## src/rtl/midi_uart_tx_if.sv

```systemverilog
// MIDI event handshake: producer holds valid and fields stable until a one-cycle ack.
interface midi_uart_tx_if;
  logic       midi_event_valid;
  logic [7:0] midi_command;
  logic [6:0] midi_parameter_1;
  logic [6:0] midi_parameter_2;
  logic       midi_event_ack;

  modport master (
    output midi_event_valid,
    output midi_command,
    output midi_parameter_1,
    output midi_parameter_2,
    input  midi_event_ack
  );

  modport slave (
    input  midi_event_valid,
    input  midi_command,
    input  midi_parameter_1,
    input  midi_parameter_2,
    output midi_event_ack
  );
endinterface

```

## src/rtl/midi_uart_tx.sv

```systemverilog
// MIDI event serializer: one event per handshake, sent as 8N1 bytes on o_serial_tx.
// Optional running-status compression is enabled by defining MIDI_RUNNING_STATUS_EN.
module midi_uart_tx #(
  parameter int unsigned CLK_FREQ  = 16000000,
  parameter int unsigned BAUD_RATE = 31250
) (
  input  logic           i_clk,
  input  logic           i_rst,
  midi_uart_tx_if.slave  evt,
  output logic           o_serial_tx,
  output logic           o_busy
);

  localparam int unsigned DIV   = CLK_FREQ / BAUD_RATE;
  localparam int unsigned CNT_W = (DIV > 1) ? $clog2(DIV) : 1;
  localparam logic [CNT_W-1:0] CNT_MAX = CNT_W'(DIV - 1);

  typedef enum logic [2:0] {StIdle, StLoad, StStart, StData, StStop} state_t;

  state_t            r_state;
  logic [CNT_W-1:0]  r_cnt;
  logic [2:0]        r_bit;
  logic [1:0]        r_byte_idx;
  logic [1:0]        r_nbytes;
  logic [2:0][7:0]   r_bytes;
  logic [7:0]        r_shift;
  logic              r_ack;
  logic              r_tx;
  logic              r_busy;

  logic [1:0]        w_len;
  logic              w_chan_voice;
  logic              w_skip;
  logic [1:0]        w_nbytes;
  logic [2:0][7:0]   w_bytes;
  logic              w_capture;

  function automatic logic [1:0] f_len(input logic [7:0] cmd);
    logic [1:0] len;
    len = 2'd1;
    case (cmd[7:4])
      4'h8, 4'h9, 4'hA, 4'hB, 4'hE: len = 2'd3;
      4'hC, 4'hD:                   len = 2'd2;
      4'hF: begin
        case (cmd[3:0])
          4'h1, 4'h3: len = 2'd2;
          4'h2:       len = 2'd3;
          default:    len = 2'd1;
        endcase
      end
      default: len = 2'd0;
    endcase
    return len;
  endfunction

  assign w_len        = f_len(evt.midi_command);
  assign w_chan_voice = evt.midi_command[7] && (evt.midi_command[7:4] != 4'hF);
  assign w_capture    = (r_state == StIdle) && evt.midi_event_valid;

`ifdef MIDI_RUNNING_STATUS_EN
  logic [7:0] r_last_status;

  assign w_skip = w_chan_voice && (evt.midi_command == r_last_status);

  // Realtime (0xF8-0xFF) and invalid status leave the running status untouched.
  always_ff @(posedge i_clk) begin
    if (i_rst) begin
      r_last_status <= 8'h00;
    end else if (w_capture && evt.midi_command[7]) begin
      if (w_chan_voice) begin
        r_last_status <= evt.midi_command;
      end else if (!evt.midi_command[3]) begin
        r_last_status <= 8'h00;
      end
    end
  end
`else
  assign w_skip = 1'b0;
`endif

  assign w_nbytes = w_len - {1'b0, w_skip};

  always_comb begin
    w_bytes = '0;
    if (w_skip) begin
      w_bytes[0] = {1'b0, evt.midi_parameter_1};
      w_bytes[1] = {1'b0, evt.midi_parameter_2};
    end else begin
      w_bytes[0] = evt.midi_command;
      w_bytes[1] = {1'b0, evt.midi_parameter_1};
      w_bytes[2] = {1'b0, evt.midi_parameter_2};
    end
  end

  always_ff @(posedge i_clk) begin
    if (i_rst) begin
      r_state    <= StIdle;
      r_cnt      <= '0;
      r_bit      <= '0;
      r_byte_idx <= '0;
      r_nbytes   <= '0;
      r_bytes    <= '0;
      r_shift    <= '0;
      r_ack      <= 1'b0;
      r_tx       <= 1'b1;
      r_busy     <= 1'b0;
    end else begin
      r_ack <= 1'b0;
      case (r_state)
        StIdle: begin
          // Invalid status is acked but never leaves IDLE.
          if (w_capture) begin
            r_ack <= 1'b1;
            if (evt.midi_command[7]) begin
              r_state    <= StLoad;
              r_busy     <= 1'b1;
              r_bytes    <= w_bytes;
              r_nbytes   <= w_nbytes;
              r_byte_idx <= '0;
            end
          end
        end
        StLoad: begin
          r_state <= StStart;
          r_tx    <= 1'b0;
          r_cnt   <= '0;
          r_shift <= r_bytes[0];
        end
        StStart: begin
          if (r_cnt == CNT_MAX) begin
            r_cnt   <= '0;
            r_bit   <= '0;
            r_state <= StData;
            r_tx    <= r_shift[0];
          end else begin
            r_cnt <= r_cnt + CNT_W'(1);
          end
        end
        StData: begin
          if (r_cnt == CNT_MAX) begin
            r_cnt <= '0;
            if (r_bit == 3'd7) begin
              r_state <= StStop;
              r_tx    <= 1'b1;
            end else begin
              r_bit   <= r_bit + 3'd1;
              r_shift <= {1'b0, r_shift[7:1]};
              r_tx    <= r_shift[1];
            end
          end else begin
            r_cnt <= r_cnt + CNT_W'(1);
          end
        end
        StStop: begin
          if (r_cnt == CNT_MAX) begin
            r_cnt <= '0;
            if (r_byte_idx == r_nbytes - 2'd1) begin
              r_state <= StIdle;
              r_busy  <= 1'b0;
            end else begin
              // Next byte follows immediately; the pending bytes shift down one slot.
              r_byte_idx <= r_byte_idx + 2'd1;
              r_state    <= StStart;
              r_tx       <= 1'b0;
              r_shift    <= r_bytes[1];
              r_bytes    <= {8'h00, r_bytes[2:1]};
            end
          end else begin
            r_cnt <= r_cnt + CNT_W'(1);
          end
        end
        default: r_state <= StIdle;
      endcase
    end
  end

  assign evt.midi_event_ack = r_ack;
  assign o_serial_tx        = r_tx;
  assign o_busy             = r_busy;

endmodule

```

## src/flat_wrapper.sv

```systemverilog
// flat-port wrapper written by rule: the top's interface ports become plain ports
module midi_uart_tx_flat 
#(
  parameter int unsigned CLK_FREQ  = 16000000,
  parameter int unsigned BAUD_RATE = 31250
)
  (i_clk, i_rst, o_serial_tx, o_busy, evt_midi_event_valid, evt_midi_command, evt_midi_parameter_1, evt_midi_parameter_2, evt_midi_event_ack);
  midi_uart_tx_if evt_i ();
  input  logic i_clk;
  input  logic i_rst;
  output logic o_serial_tx;
  output logic o_busy;
  input wire logic [$bits(evt_i.midi_event_valid)-1:0] evt_midi_event_valid;
  input wire logic [$bits(evt_i.midi_command)-1:0] evt_midi_command;
  input wire logic [$bits(evt_i.midi_parameter_1)-1:0] evt_midi_parameter_1;
  input wire logic [$bits(evt_i.midi_parameter_2)-1:0] evt_midi_parameter_2;
  output wire logic [$bits(evt_i.midi_event_ack)-1:0] evt_midi_event_ack;
  assign evt_i.midi_event_valid = evt_midi_event_valid;
  assign evt_i.midi_command = evt_midi_command;
  assign evt_i.midi_parameter_1 = evt_midi_parameter_1;
  assign evt_i.midi_parameter_2 = evt_midi_parameter_2;
  assign evt_midi_event_ack = evt_i.midi_event_ack;
  midi_uart_tx #(.CLK_FREQ(CLK_FREQ), .BAUD_RATE(BAUD_RATE)) u_core (.i_clk(i_clk), .i_rst(i_rst), .evt(evt_i), .o_serial_tx(o_serial_tx), .o_busy(o_busy));
endmodule
```

## config.mk

```make
export PLATFORM = sky130hd
export DESIGN_NAME = midi_uart_tx_flat
export DESIGN_NICKNAME = d
export VERILOG_FILES = /design/src/rtl/midi_uart_tx_if.sv /design/src/rtl/midi_uart_tx.sv /design/src/flat_wrapper.sv
export SDC_FILE = /design/constraint.sdc
export NUM_CORES = 1
export LEC_CHECK = 0
export BUFFER_PORTS_ARGS = -buffer_cell sky130_fd_sc_hd__buf_2
export CAP_MARGIN = 20
export CORE_UTILIZATION = 50
export CTS_BUF_LIST = sky130_fd_sc_hd__clkbuf_8
export DETAILED_ROUTE_END_ITERATION = 8
export PLACE_DENSITY = 0.67
export SKIP_LAST_GASP = 1
export SLEW_MARGIN = 30
export SYNTH_ARGS = -nofsm -noshare
export SYNTH_HDL_FRONTEND = slang
export SYNTH_SLANG_ARGS = --single-unit
```

## constraint.sdc

```tcl
create_clock -name i_clk -period 5.85 [get_ports i_clk]
set_input_delay 1.17 -clock i_clk [delete_from_list [all_inputs] [get_ports i_clk]]
set_output_delay 1.17 -clock i_clk [all_outputs]
set_load 0.05 [all_outputs]
```

==> qor.txt <==
status: finished clean
Post-Route WL: 6590 um
Die Y: 78.8 um
post-synth net total: 354
internal power: 518 uW
CTS Sinks: 52
Max Cap Viol: 0
Syn-to-layout area delta: 7.77%
Via Count: 2465
Most common cell on crit path: and3_1
flops & latches, synth: 52
slowest cell on the critical path: or3_1
number of placed I/O pins: 28
DR pass1 iterations: 5
PwrDens: 239 nW/um^2
final setup vio count: 0
Final ANT Viol Nets: 0
maximum vdd drop: 0.128 mV
Post-Route Setup TNS: 0 ns
Hold Crit Class: register to register
DRT iter0 DRCs: 204
delay-heaviest family, CP: simple AND/OR/NAND/NOR gates
number of buffers created by CTS: 5
FFs w/ async S/R, synth: 0
Post-Syn Instances: 324
Root Driver: clkbuf_8
CP Cell Sequence: ha_1, and3_1, and3_1, and3_1, ha_1, inv_1, or3_1, o21ai_1, buf_4, a211oi_1
fin crit period: 2.86 ns
routability cong.: 0.806
Post-synth EDFFs: 0
Sw Ratio: 0.316
Initial Util: 0.525
ant diodes: 0
Clk pin slew, worst setup/hold paths: 0.10 ns
largest family of logic cells by synthesized area: compound AO/OA/AOI/OAI gates
XOR/XNOR share of the synthesized area: 0.00892
Arr. time, crit path: 3.03 ns
Seq pwr share: 0.519
Seq/Total Area, Yosys: 0.353
Least-Margin Pin Slew: 0.964 ns
first-pass GRT wire length: 11100 um
WS Path Type: register to register
post-route cell area: 3170 sq um
layout cells sized above 1: 0.166
Main synth FF type: dfxtp_1
die area: 6200 sq um
Via-to-Cell Ratio: 6.03
DIE WIDTH: 78.8 um
Comb pwr share: 0.204
Fin. Hold Viols: 0
post-synthesis compound-gate area fraction: 0.282
core area: 5610 sq um
Max Clock Skew: 0.00770 ns
Worst setup SP type: register
Cell Area, Synth: 2950 sq um
post-cts resize count: 0
fin crit share: 0.489
dpl hpwl: 4240 um
Post CTS Setup Buffer Count: 0
cell row count: 27
initial antenna violation count: 0
mean routed wirelength per cell: 16.1 um
GRT Total Usage: 0.229
Max-Slew Margin vs Limit: 0.357
CTS tree: yes
crit-path max FO: 21
Net Switching: 239 uW
Worst-Skew Late Latency: 0.31 ns
Critical Path Sink Type: register
post-synthesis simple-gate area fraction: 0.192
dpl cell area: 3080 sq um
Clock Tree Buf Depth: 2
RSZ-0062 raised after global routing: no
CP required: 6.02 ns
WP buf/inv: 2
DRC violations left: 0
Remaining Overflow, GRT: 0
H-tree Lvls: 2
Max Slew Vio Count: 0
Max stage delay on crit path: 0.45 ns
post-synthesis mux area share: 0.0918
Clk pwr share: 0.278
synth warn: 0
cts hold-fix bufs: 0
fmax: 350 MHz
PortBufs: 27
Pleak: 0.00120 uW
post-synthesis area per instance: 9.09 sq um
pin count of the biggest net entering global routing: 68
Post-layout nets: 366
vias in the first global route: 2248
Synth cell types: 52
adder-cell share of the synthesized area: 0.0212
cell usage in the layout (no fill, tap or decap), types with 7 or more instances in the layout:
master     count
dfxtp_1       52
a211oi_1      37
buf_2         27
nor2_1        19
nand2b_1      18
mux2i_1       18
a21oi_1       15
nor2b_1       15
a311oi_1      10
o21ai_0       10
nand3b_1       8
nand2_1        7
o22ai_1        7
a2111oi_0      7
mux2_2         7
registers in the layout, indices dropped and copies added (netlist names), 2 cells and up:
register,count
u_core.r_state,3
u_core.r_bytes,22
u_core.r_nbytes,2
u_core.r_shift,8
u_core.r_byte_idx,2
u_core.r_cnt,9
u_core.r_bit,3
power groups by stage:
stage / clock network [uW] / logic [uW] / registers (uW)
detailed placement: 0 / 154 / 400
floorplan: 0 / 114 / 402
finish: 210 / 154 / 393
global placement: 0 / 151 / 399
CTS: 216 / 154 / 392
global route: 231 / 171 / 396
logic make-up (layout without fill, tap and decap cells):
| logic type | after synthesis | after routing |
|---|---|---|
| AND/OR/NAND/NOR | 95 | 95 |
| buffers and inverters | 32 | 45 |
| flip-flops | 52 | 52 |
| adder cells (fa/ha/maj) | 5 | 5 |
| XOR/XNOR | 3 | 3 |
| multiplexers | 26 | 26 |
| AO/OA/AOI/OAI | 111 | 111 |
synth_stat cells (2+ instances only):
master / n / area share
dfxtp_1: 52 / 0.35
a211oi_1: 37 / 0.094
nor2_1: 19 / 0.024
mux2i_1: 18 / 0.061
nand2b_1: 18 / 0.038
a21oi_1: 15 / 0.025
nor2b_1: 15 / 0.032
clkbuf_1: 13 / 0.017
a311oi_1: 10 / 0.030
buf_2: 10 / 0.017
o21ai_0: 10 / 0.017
nand3b_1: 8 / 0.020
a2111oi_0: 7 / 0.021
mux2_2: 7 / 0.027
nand2_1: 7 / 0.0089
o22ai_1: 7 / 0.015
and3_1: 6 / 0.013
ha_1: 5 / 0.021
inv_1: 5 / 0.0064
nor3b_1: 5 / 0.013
o21a_1: 5 / 0.013
nand4_1: 4 / 0.0085
a22oi_1: 3 / 0.0076
o211ai_1: 3 / 0.0076
or3_1: 3 / 0.0064
xnor2_1: 3 / 0.0089
buf_4: 2 / 0.0051
nand3_1: 2 / 0.0034
o21ba_2: 2 / 0.0068
final cells by class:
| type | instances | area [sq um] |
|---|---|---|
| flip-flops and latches | 52 | 1040 |
| repair buffers | 32 | 173 |
| multi-input cells | 240 | 1760 |
| well taps | 72 | 90.1 |
| fillers | 542 | 2430 |
| clock inverters | 3 | 20.0 |
| clock buffers | 5 | 68.8 |
| inverters | 5 | 18.8 |
worst register-to-register path, delay by kind of cell, from the launching register on:
kind | cells | cell delay (ns)
and+or+nand+nor | 4 | 1.05
adders and majority gates | 2 | 0.55
DFF | 1 | 0.41
buffers and inverters | 2 | 0.45
AOI/OAI and AO/OA | 2 | 0.26
layer usage:
layer | global-route usage | routed length (um)
met1 | 0.341 | 3380
met2 | 0.337 | 2890
met3 | 0.0379 | 272
met4 | 0.0593 | 46
met5 | 0 | 0
metrics by stage:
stage	worst slack (ns)	power (uW)	hold WS [ns]	std cells	utilization
CTS	2.88	762	0.482	409	0.565
global placement	3.02	550	0.462	401	0.549
global route	2.71	798	0.495	409	0.566
finish	2.99	757	0.480	409	0.566
floorplan	3.38	516	0.449	324	-
detailed placement	2.89	553	0.465	401	0.549
final timing paths:
kind / cells after the start / slack (ns) / startpoint / endpoint
setup reg to reg: 10 / 2.99 / u_core.r_cnt[0] / u_core.r_bytes[6]
hold / removal: 2 / 0.48 / u_core.r_bytes[18] / u_core.r_bytes[18]
setup / recovery: 10 / 2.99 / u_core.r_cnt[0] / u_core.r_bytes[6]
hold reg to reg: 2 / 0.48 / u_core.r_bytes[18] / u_core.r_bytes[18]
Power figures use the tool's default switching activity.
